===== config.mk =====
export PLATFORM = sky130hd
export DESIGN_NAME = stream_to_ram_writer
export DESIGN_NICKNAME = d
export VERILOG_FILES = /design/src/rtl/stream_to_ram_writer.sv
export SDC_FILE = /design/constraint.sdc
export NUM_CORES = 1
export LEC_CHECK = 0
export CELL_PAD_IN_SITES_DETAIL_PLACEMENT = 1
export CELL_PAD_IN_SITES_GLOBAL_PLACEMENT = 1
export CORE_UTILIZATION = 29
export CTS_BUF_LIST = sky130_fd_sc_hd__clkbuf_8
export DETAILED_ROUTE_END_ITERATION = 10
export GPL_TIMING_DRIVEN = 0
export PLACE_DENSITY_LB_ADDON = 0.1
export SYNTH_ARGS = -nofsm -noshare
export SYNTH_HDL_FRONTEND = slang
export SYNTH_SLANG_ARGS = --single-unit

===== constraint.sdc =====
create_clock -name clk_i -period 4.1 [get_ports clk_i]
set_input_delay 1.23 -clock clk_i [delete_from_list [all_inputs] [get_ports clk_i]]
set_output_delay 1.23 -clock clk_i [all_outputs]
set_load 0.005 [all_outputs]

===== src/rtl/stream_to_ram_writer.sv =====
// Stream-to-RAM writer: valid/ready beats go to consecutive RAM addresses from a base, with frame-length checking.
// Optional macro STREAM_TO_RAM_WRITER_OUT_REG_EN registers the write port and delays done_o/words_o by one cycle.
module stream_to_ram_writer #(
  parameter  int DATA_WIDTH       = 8,
  parameter  int ADDR_WIDTH       = 8,
  localparam int BYTE_VALID_WIDTH = DATA_WIDTH / 8
) (
  input  logic                        clk_i,
  input  logic                        rst_i,
  input  logic                        start_i,
  input  logic [ADDR_WIDTH-1:0]       base_addr_i,
  input  logic [ADDR_WIDTH:0]         len_i,
  input  logic                        s_valid_i,
  output logic                        s_ready_o,
  input  logic [DATA_WIDTH-1:0]       s_data_i,
  input  logic [BYTE_VALID_WIDTH-1:0] s_keep_i,
  input  logic                        s_last_i,
  output logic                        wr_en_o,
  output logic [DATA_WIDTH-1:0]       wr_data_o,
  output logic [BYTE_VALID_WIDTH-1:0] wr_byte_valid_o,
  output logic [ADDR_WIDTH-1:0]       wr_addr_o,
  output logic                        busy_o,
  output logic                        done_o,
  output logic                        err_o,
  output logic [ADDR_WIDTH:0]         words_o
);

  typedef enum logic [1:0] {S_IDLE, S_RUN, S_DRAIN} state_t;

  state_t                      r_state;
  logic [ADDR_WIDTH-1:0]       r_base;
  logic [ADDR_WIDTH:0]         r_len;
  logic [ADDR_WIDTH:0]         r_words;
  logic                        r_err;
  logic                        r_done;

  logic                        w_busy;
  logic                        w_hs;
  logic                        w_wr_en;
  logic                        w_start_ok;
  logic [ADDR_WIDTH:0]         w_words_next;
  logic [ADDR_WIDTH-1:0]       w_wr_addr;
  logic [DATA_WIDTH-1:0]       w_wr_data;
  logic [BYTE_VALID_WIDTH-1:0] w_wr_bv;

  assign w_busy       = (r_state != S_IDLE);
  assign w_hs         = s_valid_i & w_busy;
  assign w_wr_en      = w_hs & (r_state == S_RUN);
  assign w_words_next = r_words + {{ADDR_WIDTH{1'b0}}, 1'b1};

  // Write fields are forced to zero outside a write so the port idles at its reset values.
  assign w_wr_addr = w_wr_en ? (r_base + r_words[ADDR_WIDTH-1:0]) : '0;
  assign w_wr_data = w_wr_en ? s_data_i : '0;
  assign w_wr_bv   = w_wr_en ? s_keep_i : '0;

  assign s_ready_o = w_busy;
  assign busy_o    = w_busy;
  assign err_o     = r_err;

  always_ff @(posedge clk_i or posedge rst_i) begin
    if (rst_i) begin
      r_state <= S_IDLE;
      r_base  <= '0;
      r_len   <= '0;
      r_words <= '0;
      r_err   <= 1'b0;
      r_done  <= 1'b0;
    end else begin
      r_done <= 1'b0;
      case (r_state)
        S_IDLE: begin
          if (start_i && (len_i != '0) && w_start_ok) begin
            r_base  <= base_addr_i;
            r_len   <= len_i;
            r_words <= '0;
            r_err   <= 1'b0;
            r_state <= S_RUN;
          end
        end
        S_RUN: begin
          if (w_hs) begin
            r_words <= w_words_next;
            if (s_last_i) begin
              // A last beat before the programmed count is a short frame.
              r_err   <= (w_words_next != r_len);
              r_done  <= 1'b1;
              r_state <= S_IDLE;
            end else if (w_words_next == r_len) begin
              r_err   <= 1'b1;
              r_state <= S_DRAIN;
            end
          end
        end
        S_DRAIN: begin
          if (w_hs && s_last_i) begin
            r_done  <= 1'b1;
            r_state <= S_IDLE;
          end
        end
        default: r_state <= S_IDLE;
      endcase
    end
  end

`ifdef STREAM_TO_RAM_WRITER_OUT_REG_EN
  logic                        r_wr_en;
  logic [DATA_WIDTH-1:0]       r_wr_data;
  logic [BYTE_VALID_WIDTH-1:0] r_wr_bv;
  logic [ADDR_WIDTH-1:0]       r_wr_addr;
  logic                        r_done_d;
  logic [ADDR_WIDTH:0]         r_words_d;

  always_ff @(posedge clk_i or posedge rst_i) begin
    if (rst_i) begin
      r_wr_en   <= 1'b0;
      r_wr_data <= '0;
      r_wr_bv   <= '0;
      r_wr_addr <= '0;
      r_done_d  <= 1'b0;
      r_words_d <= '0;
    end else begin
      r_wr_en   <= w_wr_en;
      r_wr_data <= w_wr_data;
      r_wr_bv   <= w_wr_bv;
      r_wr_addr <= w_wr_addr;
      r_done_d  <= r_done;
      r_words_d <= r_words;
    end
  end

  assign wr_en_o         = r_wr_en;
  assign wr_data_o       = r_wr_data;
  assign wr_byte_valid_o = r_wr_bv;
  assign wr_addr_o       = r_wr_addr;
  assign done_o          = r_done_d;
  assign words_o         = r_words_d;
  // Hold off a new start until the delayed done pulse is visible.
  assign w_start_ok      = ~r_done;
`else
  assign wr_en_o         = w_wr_en;
  assign wr_data_o       = w_wr_data;
  assign wr_byte_valid_o = w_wr_bv;
  assign wr_addr_o       = w_wr_addr;
  assign done_o          = r_done;
  assign words_o         = r_words;
  assign w_start_ok      = 1'b1;
`endif

endmodule


==> impl_results.md <==
* Outcome: finished clean
* Reg2reg end: r_len[7]
* Clk slew on worst S/H paths at 0.07 ns
* First-pass DRT Iterations at 4
* CP startpoint: words_o[0]
* CTS root buffer: clkbuf_8
* Post-route clock period utilization at a little over nine tenths
* Asr flop ratio synth at 100.0%
* Yosys top cell area share at 37.34%
* Port-buffer cells at 61
* Post-route ant nets at 0
* DR WL/cell at between 15 and 20 um
* RD Place Congestion at between 0.7 and 0.8
* Die W at about 85 um
* Number of cells on the worst reg-to-reg path at 6
* Number of synthesized register bits at 30
* Crit path max-delay family: adder cells
* Clock skew at 0.009242 ns
* Crit-path cells: ha_1 -> fa_1 -> a21o_1 -> a21oi_2 -> o21bai_1 -> a21oi_1 -> xor2_1 -> nor2_1 -> clkdlybuf4s50_1
* Starting density of the core at between 30 and 40%
* Mapped Cells at 206
* Clk sinks at 30
* Crit path max-delay cell type: clkdlybuf4s50_1
* Final Max Slew Viols at 0
* Cell variety after synth at 45
* Slew Limit Headroom at 11.75%
* Cell Pwr Density at 535.1 nW/um^2
* Worst vdd ir at 187.2 uV
* DR iter-0 viols at 49
* Core area at 6531 um^2
* Path type of the worst setup path: register to output pin
* Full die area at 7270 um^2
* Top_reg_cell synth: dfrtp_1
* Vias in the first global route at 1810
* Site Rows at 29
* TritonCTS clock tree: done
* # IOs at 62
* WP data arrival at 2.70 ns
* Bufs and invs on worst path at 1
* Required @ worst endpoint at 2.87 ns
* Syn_area_per_cell at 9.761 um^2
* Pleak at roughly 1.2 nW
* Final worst slack at 0.1743 ns
* H-tree levels at 2
* Via count at approximately 1800
* Initial antenna violation count at 0
* Share of layout cells above drive strength 1 at a little over 20%
* Hold EP: r_base[0]
* Finished Core Util at ~45%
* Post-Place Setup Slack at -0.4010 ns
* Fin crit period at 3.926 ns
* Die Ht at ~85 um
* Crit-path max FO at 6
* Maximum clock frequency at 254.7 MHz
* Worst min path class: register to register
* Antenna diodes at 0
* Residual DRC at 0
* FF-to-FF Start: r_state[0]
* DR vias/cell at 5.045
* EDFF count, synth at 0
* Final hold viol count at 0
* Clk buf depth at 2
* Synthesis-to-layout area growth at 44.68%
* Largest net degree at the start of global routing at 31
* Fillcell total at 734
* Cell Area, Synth at between 2000 and 2500 um^2
* CTS Buf Count at 5
* Synth Net Count at 249
* Endpoints failing setup at 0
* Critical path startpoint category: register
* Synth area leaders: dfrtp_1, mux2_2, ha_1, and2_1, nor2_1
* Hold depth at 1
* DPL Wire Length at a little over 4 mm
* Critical Path End Type: output pin
* Register area share after synthesis at 37.34%
* Worst-Margin Slew at around 1.3 ns
* Hold wc startpoint: r_base[0]
* Detailed Route WL at 5.424 mm
* Register-to-register setup slack at ~1.5 ns
* Clk_lat worst skew at 0.29 ns
* Worst path max stage delay at 0.50 ns
* First-pass GRT wire length at between 8 and 9 mm
* YS warnings at 0
* GRT overflow at 0
* Count of hold-fix buffers inserted at cts at 0
* # nets final at between 300 and 400
* Max Cap Violations at 0
* Post-synth top area cell: dfrtp_1
* Global-route usage over all layers at 15.92%
[cell usage after synthesis, types with 2 or more instances]
master	number
a21o_1	3
a21oi_1	14
a31oi_1	5
and2_1	12
buf_4	2
buf_6	3
clkbuf_1	3
dfrtp_1	30
ha_1	11
inv_1	8
mux2_2	17
mux2i_1	2
nand2_1	11
nand3_1	5
nor2_1	20
nor3_1	2
nor3_2	2
nor3b_1	2
o21a_1	2
o21ai_0	9
o21ai_1	3
o21bai_1	3
or2_2	2
or3_1	2
xnor2_1	8
xor2_1	6
[metal layers]
| metal | vias up | routed length (um) | share of wire (%) | GRT usage (%) |
|---|---|---|---|---|
| met5 | - | 0 | 0 | 0 |
| li1 | 867 | - | - | - |
| met4 | 0 | 61 | 1.1 | 4.697 |
| met1 | 884 | 2525 | 47 | 19.90 |
| met3 | 6 | 279 | 5.1 | 4.572 |
| met2 | 44 | 2558 | 47 | 26.76 |
[cells by family after synthesis]
group,share of synthesized area (%)
adder cells (fa/ha/maj),7.841
AO/OA/AOI/OAI,13.63
flip-flops,37.34
AND/OR/NAND/NOR,18.23
multiplexers,10.52
buffers and inverters,4.729
XOR/XNOR,7.717
[placed cells by master, fill, tap and decap left out, types with 3 or more instances in the layout]
master           Yosys  final
buf_4                2      6
nand3_1              5      4
clkbuf_8             0      6
clkbuf_4             0      3
dfrtp_1             30     28
xnor2_1              8      8
nor2_1              20     20
buf_6                3      3
nand2_1             11     11
o21ai_0              9      8
clkdlybuf4s50_1      0     60
a21oi_1             14     12
a21oi_2              1      3
mux2_2              17     17
inv_1                8      8
o21ai_1              3      4
and2_1              12     12
a21o_1               3      3
a31oi_1              5      5
xor2_1               6      6
ha_1                11     11
[registers in the layout, indices dropped and copies added (netlist names)]
signal   flops
done_o       1
words_o      9
r_len        9
err_o        1
r_state      2
r_base       8
[timing repair]
item / 4_1_cts / 5_1_grt
gates resized for setup: 14 / 3
pin swaps: 0 / 2
buffers inserted: 0 / 4
setup endpoints to repair: 18 / 2
[stage by stage]
stage          std cells  TNS [ns]  power [mW]  area, um^2  hold WS [ns]
3_3_place_gp         344    -4.771       1.244        2718        0.4999
3_5_place_dp         344    -4.736       1.259        2718        0.5021
6_report             357         0       1.557        2909        0.5141
5_1_grt              357  -0.02628       1.690        2909        0.5437
2_1_floorplan        206         0      0.9762        2011        0.4849
4_1_cts              352         0       1.542        2844        0.5210
[how the worst max path moves through the flow]
stage                        end  slack, ns  cells after the start
floorplan           wr_addr_o[7]       0.95                      7
global route        wr_addr_o[6]      -0.03                      9
global placement    wr_addr_o[0]      -0.39                      6
detailed placement  wr_addr_o[0]      -0.40                      6
CTS                 wr_addr_o[7]       0.02                      8
finish              wr_addr_o[6]       0.17                      9
[report_power, final]
part           internal [mW]  switching, mW
registers              0.404         0.0826
logic                  0.445          0.369
clock network          0.133          0.123
[worst register-to-register path, stage by stage, from the launching register on]
cell	delay, ns
dfrtp_1	0.39
inv_1	0.10
ha_1	0.18
nand2_1	0.06
a31oi_1	0.94
buf_2	0.44
mux2_2	0.37
[area by class of cell]
type	instances	area (um^2)	share of cell area (%)
Buffer	9	76.32	2.624
Clock buffer	6	82.58	2.839
Clock inverter	2	8.758	0.3011
Inverter	8	30.03	1.032
Multi-Input combinational cell	159	1195	41.08
Sequential cell	30	753.2	25.89
Tap cell	77	96.34	3.312
Timing Repair Buffer	66	666.9	22.92
Note: power is estimated with default switching activity, not from simulation.
